[src/rtl/pipe_ctrl.sv]
// Pipeline stall/flush/redirect producer: stall is zero-latency from requests; flush/redirect register one cycle after detection or after bus drain.
// No backpressure of its own (consumers only sample); optional counters under `PIPE_CTRL_PERF_EN`.
module pipe_ctrl #(
    parameter int TIMEOUT_CYCLES = 1024,
    parameter int PERF_W         = 32
) (
    input  logic              clk,
    input  logic              rst,
    input  logic              stallreq_if,
    input  logic              stallreq_id,
    input  logic              stallreq_ex,
    input  logic              stallreq_mem,
    input  logic              excp_valid,
    input  logic              excp_is_ertn,
    input  logic [31:0]       excp_eentry,
    input  logic [31:0]       excp_era,
    input  logic              bus_busy,
    output logic [6:0]        stall,
    output logic              flush,
    output logic              redirect_valid,
    output logic [31:0]       redirect_pc,
    output logic [1:0]        ctrl_state,
    output logic              stall_timeout
`ifdef PIPE_CTRL_PERF_EN
    ,
    output logic [PERF_W-1:0] perf_stall_cycles,
    output logic [PERF_W-1:0] perf_flush_count
`endif
);

    localparam int CNT_W = $clog2(TIMEOUT_CYCLES + 1);

    typedef enum logic [1:0] {
        ST_RUN      = 2'd0,
        ST_WAIT_BUS = 2'd1,
        ST_FLUSH    = 2'd2
    } state_t;

    state_t           r_state;
    logic             r_flush;
    logic             r_redirect_valid;
    logic [31:0]      r_redirect_pc;
    logic             r_timeout;
    logic [CNT_W-1:0] r_wd_cnt;
    logic [CNT_W-1:0] w_wd_nxt;
    logic [6:0]       w_stall;

    // Requests are masked while reset is held so nothing downstream freezes.
    always_comb begin
        w_stall = 7'h00;
        if (rst) begin
            case (r_state)
                ST_RUN: begin
                    if (excp_valid)        w_stall = 7'h7F;
                    else if (stallreq_mem) w_stall = 7'b0111111;
                    else if (stallreq_ex)  w_stall = 7'b0011111;
                    else if (stallreq_id)  w_stall = 7'b0001111;
                    else if (stallreq_if)  w_stall = 7'b0000111;
                    else                   w_stall = 7'h00;
                end
                ST_WAIT_BUS: w_stall = 7'h7F;
                default:     w_stall = 7'h00;
            endcase
        end
    end

    always_comb begin
        w_wd_nxt = '0;
        if (w_stall != 7'h00) begin
            if (r_wd_cnt == CNT_W'(TIMEOUT_CYCLES)) w_wd_nxt = r_wd_cnt;
            else                                    w_wd_nxt = r_wd_cnt + CNT_W'(1);
        end
    end

    always_ff @(posedge clk or negedge rst) begin
        if (!rst) begin
            r_wd_cnt  <= '0;
            r_timeout <= 1'b0;
        end else begin
            r_wd_cnt  <= w_wd_nxt;
            r_timeout <= r_timeout | (w_wd_nxt == CNT_W'(TIMEOUT_CYCLES));
        end
    end

    // Target is latched at detection; exceptions seen in WAIT_BUS or FLUSH are dropped.
    always_ff @(posedge clk or negedge rst) begin
        if (!rst) begin
            r_state          <= ST_RUN;
            r_flush          <= 1'b0;
            r_redirect_valid <= 1'b0;
            r_redirect_pc    <= 32'h0;
        end else begin
            r_flush          <= 1'b0;
            r_redirect_valid <= 1'b0;
            case (r_state)
                ST_RUN: begin
                    if (excp_valid) begin
                        r_redirect_pc <= excp_is_ertn ? excp_era : excp_eentry;
                        if (bus_busy) begin
                            r_state <= ST_WAIT_BUS;
                        end else begin
                            r_state          <= ST_FLUSH;
                            r_flush          <= 1'b1;
                            r_redirect_valid <= 1'b1;
                        end
                    end
                end
                ST_WAIT_BUS: begin
                    if (!bus_busy) begin
                        r_state          <= ST_FLUSH;
                        r_flush          <= 1'b1;
                        r_redirect_valid <= 1'b1;
                    end
                end
                default: r_state <= ST_RUN;
            endcase
        end
    end

`ifdef PIPE_CTRL_PERF_EN
    logic [PERF_W-1:0] r_perf_stall;
    logic [PERF_W-1:0] r_perf_flush;

    always_ff @(posedge clk or negedge rst) begin
        if (!rst) begin
            r_perf_stall <= '0;
            r_perf_flush <= '0;
        end else begin
            if (w_stall[0])           r_perf_stall <= r_perf_stall + PERF_W'(1);
            if (r_state == ST_FLUSH)  r_perf_flush <= r_perf_flush + PERF_W'(1);
        end
    end

    assign perf_stall_cycles = r_perf_stall;
    assign perf_flush_count  = r_perf_flush;
`endif

    assign stall          = w_stall;
    assign flush          = r_flush;
    assign redirect_valid = r_redirect_valid;
    assign redirect_pc    = r_redirect_pc;
    assign ctrl_state     = r_state;
    assign stall_timeout  = r_timeout;

endmodule

[config.mk]
export PLATFORM = sky130hd
export DESIGN_NAME = pipe_ctrl
export DESIGN_NICKNAME = d
export VERILOG_FILES = /design/src/rtl/pipe_ctrl.sv
export SDC_FILE = /design/constraint.sdc
export NUM_CORES = 1
export LEC_CHECK = 0
export ABC_CLOCK_PERIOD_IN_PS = 2700
export BUFFER_PORTS_ARGS = -buffer_cell sky130_fd_sc_hd__clkbuf_2
export CELL_PAD_IN_SITES_DETAIL_PLACEMENT = 1
export CELL_PAD_IN_SITES_GLOBAL_PLACEMENT = 2
export CORE_AREA = 3 3 99 101
export DETAILED_ROUTE_END_ITERATION = 7
export DIE_AREA = 0 0 102 104
export PLACE_DENSITY_LB_ADDON = 0.1
export SETUP_SLACK_MARGIN = 0.2
export SYNTH_ARGS = -nofsm -noshare
export SYNTH_HDL_FRONTEND = slang
export SYNTH_SLANG_ARGS = --single-unit
export TNS_END_PERCENT = 100
[constraint.sdc]
create_clock -name clk -period 2.7 [get_ports clk]
set_input_delay 0.54 -clock clk [delete_from_list [all_inputs] [get_ports clk]]
set_output_delay 0.54 -clock clk [all_outputs]
set_load 0.005 [all_outputs]
==> flow_metrics.env <==
export IMPL_outcome="completed"
export IMPL_syn_avg_cell_area_um2=9.81
export IMPL_hold_viol=0
export IMPL_ys_async_sr_fraction_pct=100
export IMPL_syn_nets=310
export IMPL_tns_ps=0
export IMPL_worst_slack_ps=496
export IMPL_ios=117
export IMPL_slew_violations=0
export IMPL_skew_ps=11.0
export IMPL_cts_hold_buf=0
export IMPL_grt_pass1_vias=1946
export IMPL_ys_ff_latch=47
export IMPL_port_buffers=116
export IMPL_synth_edf_count=0
export IMPL_fin_cells=460
export IMPL_internal_power_mw=1.18
export IMPL_overflow=0
export IMPL_clockPowerShare_pct=25.9
export IMPL_peakVddDrop_mv=0.219
export IMPL_crit_chain="nor4_1, a21o_1, inv_1, clkbuf_2"
export IMPL_place_detailed_hpwl_um=4960
export IMPL_holdWs_ps=344
export IMPL_p_per_area_nw_per_um2=547
export IMPL_r2r_end="stall_timeout"
export IMPL_gp_congestion=0.808
export IMPL_yosysUniqueCellTypes=31
export IMPL_rsz0062_at_grt="false"
export IMPL_ys_warn_count=0
export IMPL_synth_largest_area_cell="dfrtp_1"
export IMPL_period_minus_slack_ps=2200
export IMPL_synth_top_cell_area_share_pct=51.0
export IMPL_worstSetupStartpoint="ctrl_state[0]"
export IMPL_max_slew_margin_pct=57.4
export IMPL_numCtsBuffers=5
export IMPL_fin_nets=423
export IMPL_drive_gt1_share_pct=38.7
export IMPL_drt_drc_violations_left=0
export IMPL_cts_root_buf="clkbuf_8"
export IMPL_finalSetupViolations=0
export IMPL_fmax_mhz=454
export IMPL_r2r_setup_slack_ps=660
export IMPL_synthTopCellsByArea="dfrtp_1 51%, mux2i_1 14%, nor2_1 8.5%"
export IMPL_drt_vias_per_instance=4.46
export IMPL_p_sw_share_pct=30.3
export IMPL_postLayoutCellArea_um2=3090
export IMPL_seq_area_frac_synth_pct=51.0
export IMPL_power_frac_comb_pct=23.4
export IMPL_dieHeight_um=104
export IMPL_synth_flop_cell="dfrtp_1"
export IMPL_slowest_delay_ps=480
export IMPL_grt_usage_pct=11.7
export IMPL_syn_area_um2=2300
export IMPL_grt_max_degree=65
export IMPL_crit_end="stall[1]"
export IMPL_critical_path_class="flop to primary output"
export IMPL_clk_latency_ps=310
export IMPL_p_sw_uw=512
export IMPL_cap_violations=0
export IMPL_rr_startpoint="r_wd_cnt[0]"
export IMPL_post_cts_buffers=0
export IMPL_start_kind="flop"
export IMPL_htree_levels=2
export IMPL_drtPass1Iterations=4
export IMPL_antenna_found_initial=0
export IMPL_post_cts_resized=0
export IMPL_coreArea_um2=9110
export IMPL_initial_core_util_pct=25.3
export IMPL_min_path_type="input port to asynchronous set/reset pin"
export IMPL_die_area_um2=10600
export IMPL_grt_pass1_wl_um=9850
export IMPL_synthCells=235
export IMPL_cp_slowest_cell="nor4_1"
export IMPL_vias=2050
export IMPL_cp_arrival_ps=1660
export IMPL_areaGrowthSynthToFinish_pct=33.9
export IMPL_power_leakage_nw=1.56
export IMPL_preCtsSetupSlack_ps=581
export IMPL_endpoint_kind="primary output"
export IMPL_drt_iter0_drc=37
export IMPL_ant_nets=0
export IMPL_dp_cells=452
export IMPL_worst_pin_slew_ps=638
export IMPL_clkSlewWorstSetupHoldPaths_ps=100
export IMPL_path_max_fanout=5
export IMPL_fp_dieW_um=102
export IMPL_drt_total_wl_um=6340
export IMPL_wl_per_cell_um=13.8
export IMPL_clockBufferDepth=2
export IMPL_cp_required_ps=2160
export IMPL_rr_worst_depth=7
export IMPL_cts_num_sinks=47
export IMPL_num_rows=35
export IMPL_post_route_period_util_pct=81.6
export IMPL_n_antenna_cell=0
export IMPL_cts_tree="yes"
export IMPL_place_area_um2=3000
export IMPL_seqPwrFrac_pct=50.7
-- sequential cells by signal, summed over array words and instances, names as in the netlist --
register and count:
ctrl_state 2, redirect_pc 32, stall_timeout 1, redirect_valid 1, r_wd_cnt 11
-- Yosys cell counts, types with 3 or more instances --
master and number:
nor2_1 52, dfrtp_1 47, a21oi_1 35, mux2i_1 32, clkbuf_1 10, inv_1 7
nand2_1 5, xnor2_1 5, xor2_1 5, nor3_1 4, buf_4 3, nand3_1 3
nand4_1 3, nor3b_1 3
-- through the flow --
| stage | util [%] | total power, mW |
|---|---|---|
| 2_1_floorplan | - | 1.05 |
| 3_3_place_gp | 32.9 | 1.27 |
| 3_5_place_dp | 32.9 | 1.28 |
| 4_1_cts | 33.9 | 1.73 |
| 5_1_grt | 33.9 | 1.81 |
| 6_report | 33.9 | 1.69 |
-- worst min path at each step --
stage | cells past startpoint | end | start | slack [ps]
2_1_floorplan | 0 | ctrl_state[0] | rst | 240
3_3_place_gp | 1 | stall_timeout | stall_timeout | 470
3_5_place_dp | 1 | stall_timeout | stall_timeout | 480
4_1_cts | 2 | redirect_pc[14] | rst | 370
5_1_grt | 2 | redirect_pc[15] | rst | 400
6_report | 2 | redirect_pc[17] | rst | 340
-- final cells by class --
class / count / area, µm²
Multi-Input combinational cell: 166 / 1040
Timing Repair Buffer: 121 / 618
Tap cell: 111 / 139
Clock inverter: 3 / 18.8
Fill cell: 1101 / 6020
Inverter: 7 / 26.3
Clock buffer: 5 / 68.8
Sequential cell: 47 / 1180
-- kinds of logic after synthesis --
| group | count (synthesis) | share of synthesized area [%] |
|---|---|---|
| simple gates | 82 | 16.8 |
| flops | 47 | 51.0 |
| compound gates | 40 | 9.28 |
| mux | 32 | 13.9 |
| buf+inv | 22 | 4.07 |
| xor+xnor | 10 | 3.80 |
| fa+ha+maj | 2 | 1.09 |
-- critical path, delay by kind of cell (launching register included) --
kind                   cells  cell delay, ps
AOI/OAI and AO/OA          1             240
buffers and inverters      2             190
and+or+nand+nor            1             480
DFF                        1             430
-- power by group through the flow --
stage                     combinational (mW)  clock (mW)  sequential (mW)
after floorplan                        0.174           0            0.878
after global placement                 0.404           0            0.868
after detailed placement               0.408           0            0.873
after CTS                              0.410       0.459            0.858
after global routing                   0.448       0.487            0.872
final                                  0.395       0.437            0.856
-- cell usage in the layout (no fill, tap or decap), types with 2 or more instances in the layout --
cell type,count
nor4_1,2
buf_4,5
inv_1,7
nor3b_1,2
clkbuf_2,116
mux2i_1,32
dfrtp_1,47
nand4_1,3
clkbuf_8,5
xnor2_1,5
nor2_1,52
xor2_1,5
nand2_1,5
clkinv_2,2
or3_1,2
a21oi_1,35
nand3_1,3
nor3_1,4
ha_1,2
-- metal layers --
metal  global-route usage [%]  wire (µm)  share of wire, %  up-vias
met5                        0          0                 0        -
met4                     3.66         93               1.5        0
met3                     2.21        339               5.3        8
met2                     19.3       3090                49       62
met1                     15.5       2820                45      950
li1                         -          -                 -     1030
Power figures use the tool's default switching activity.
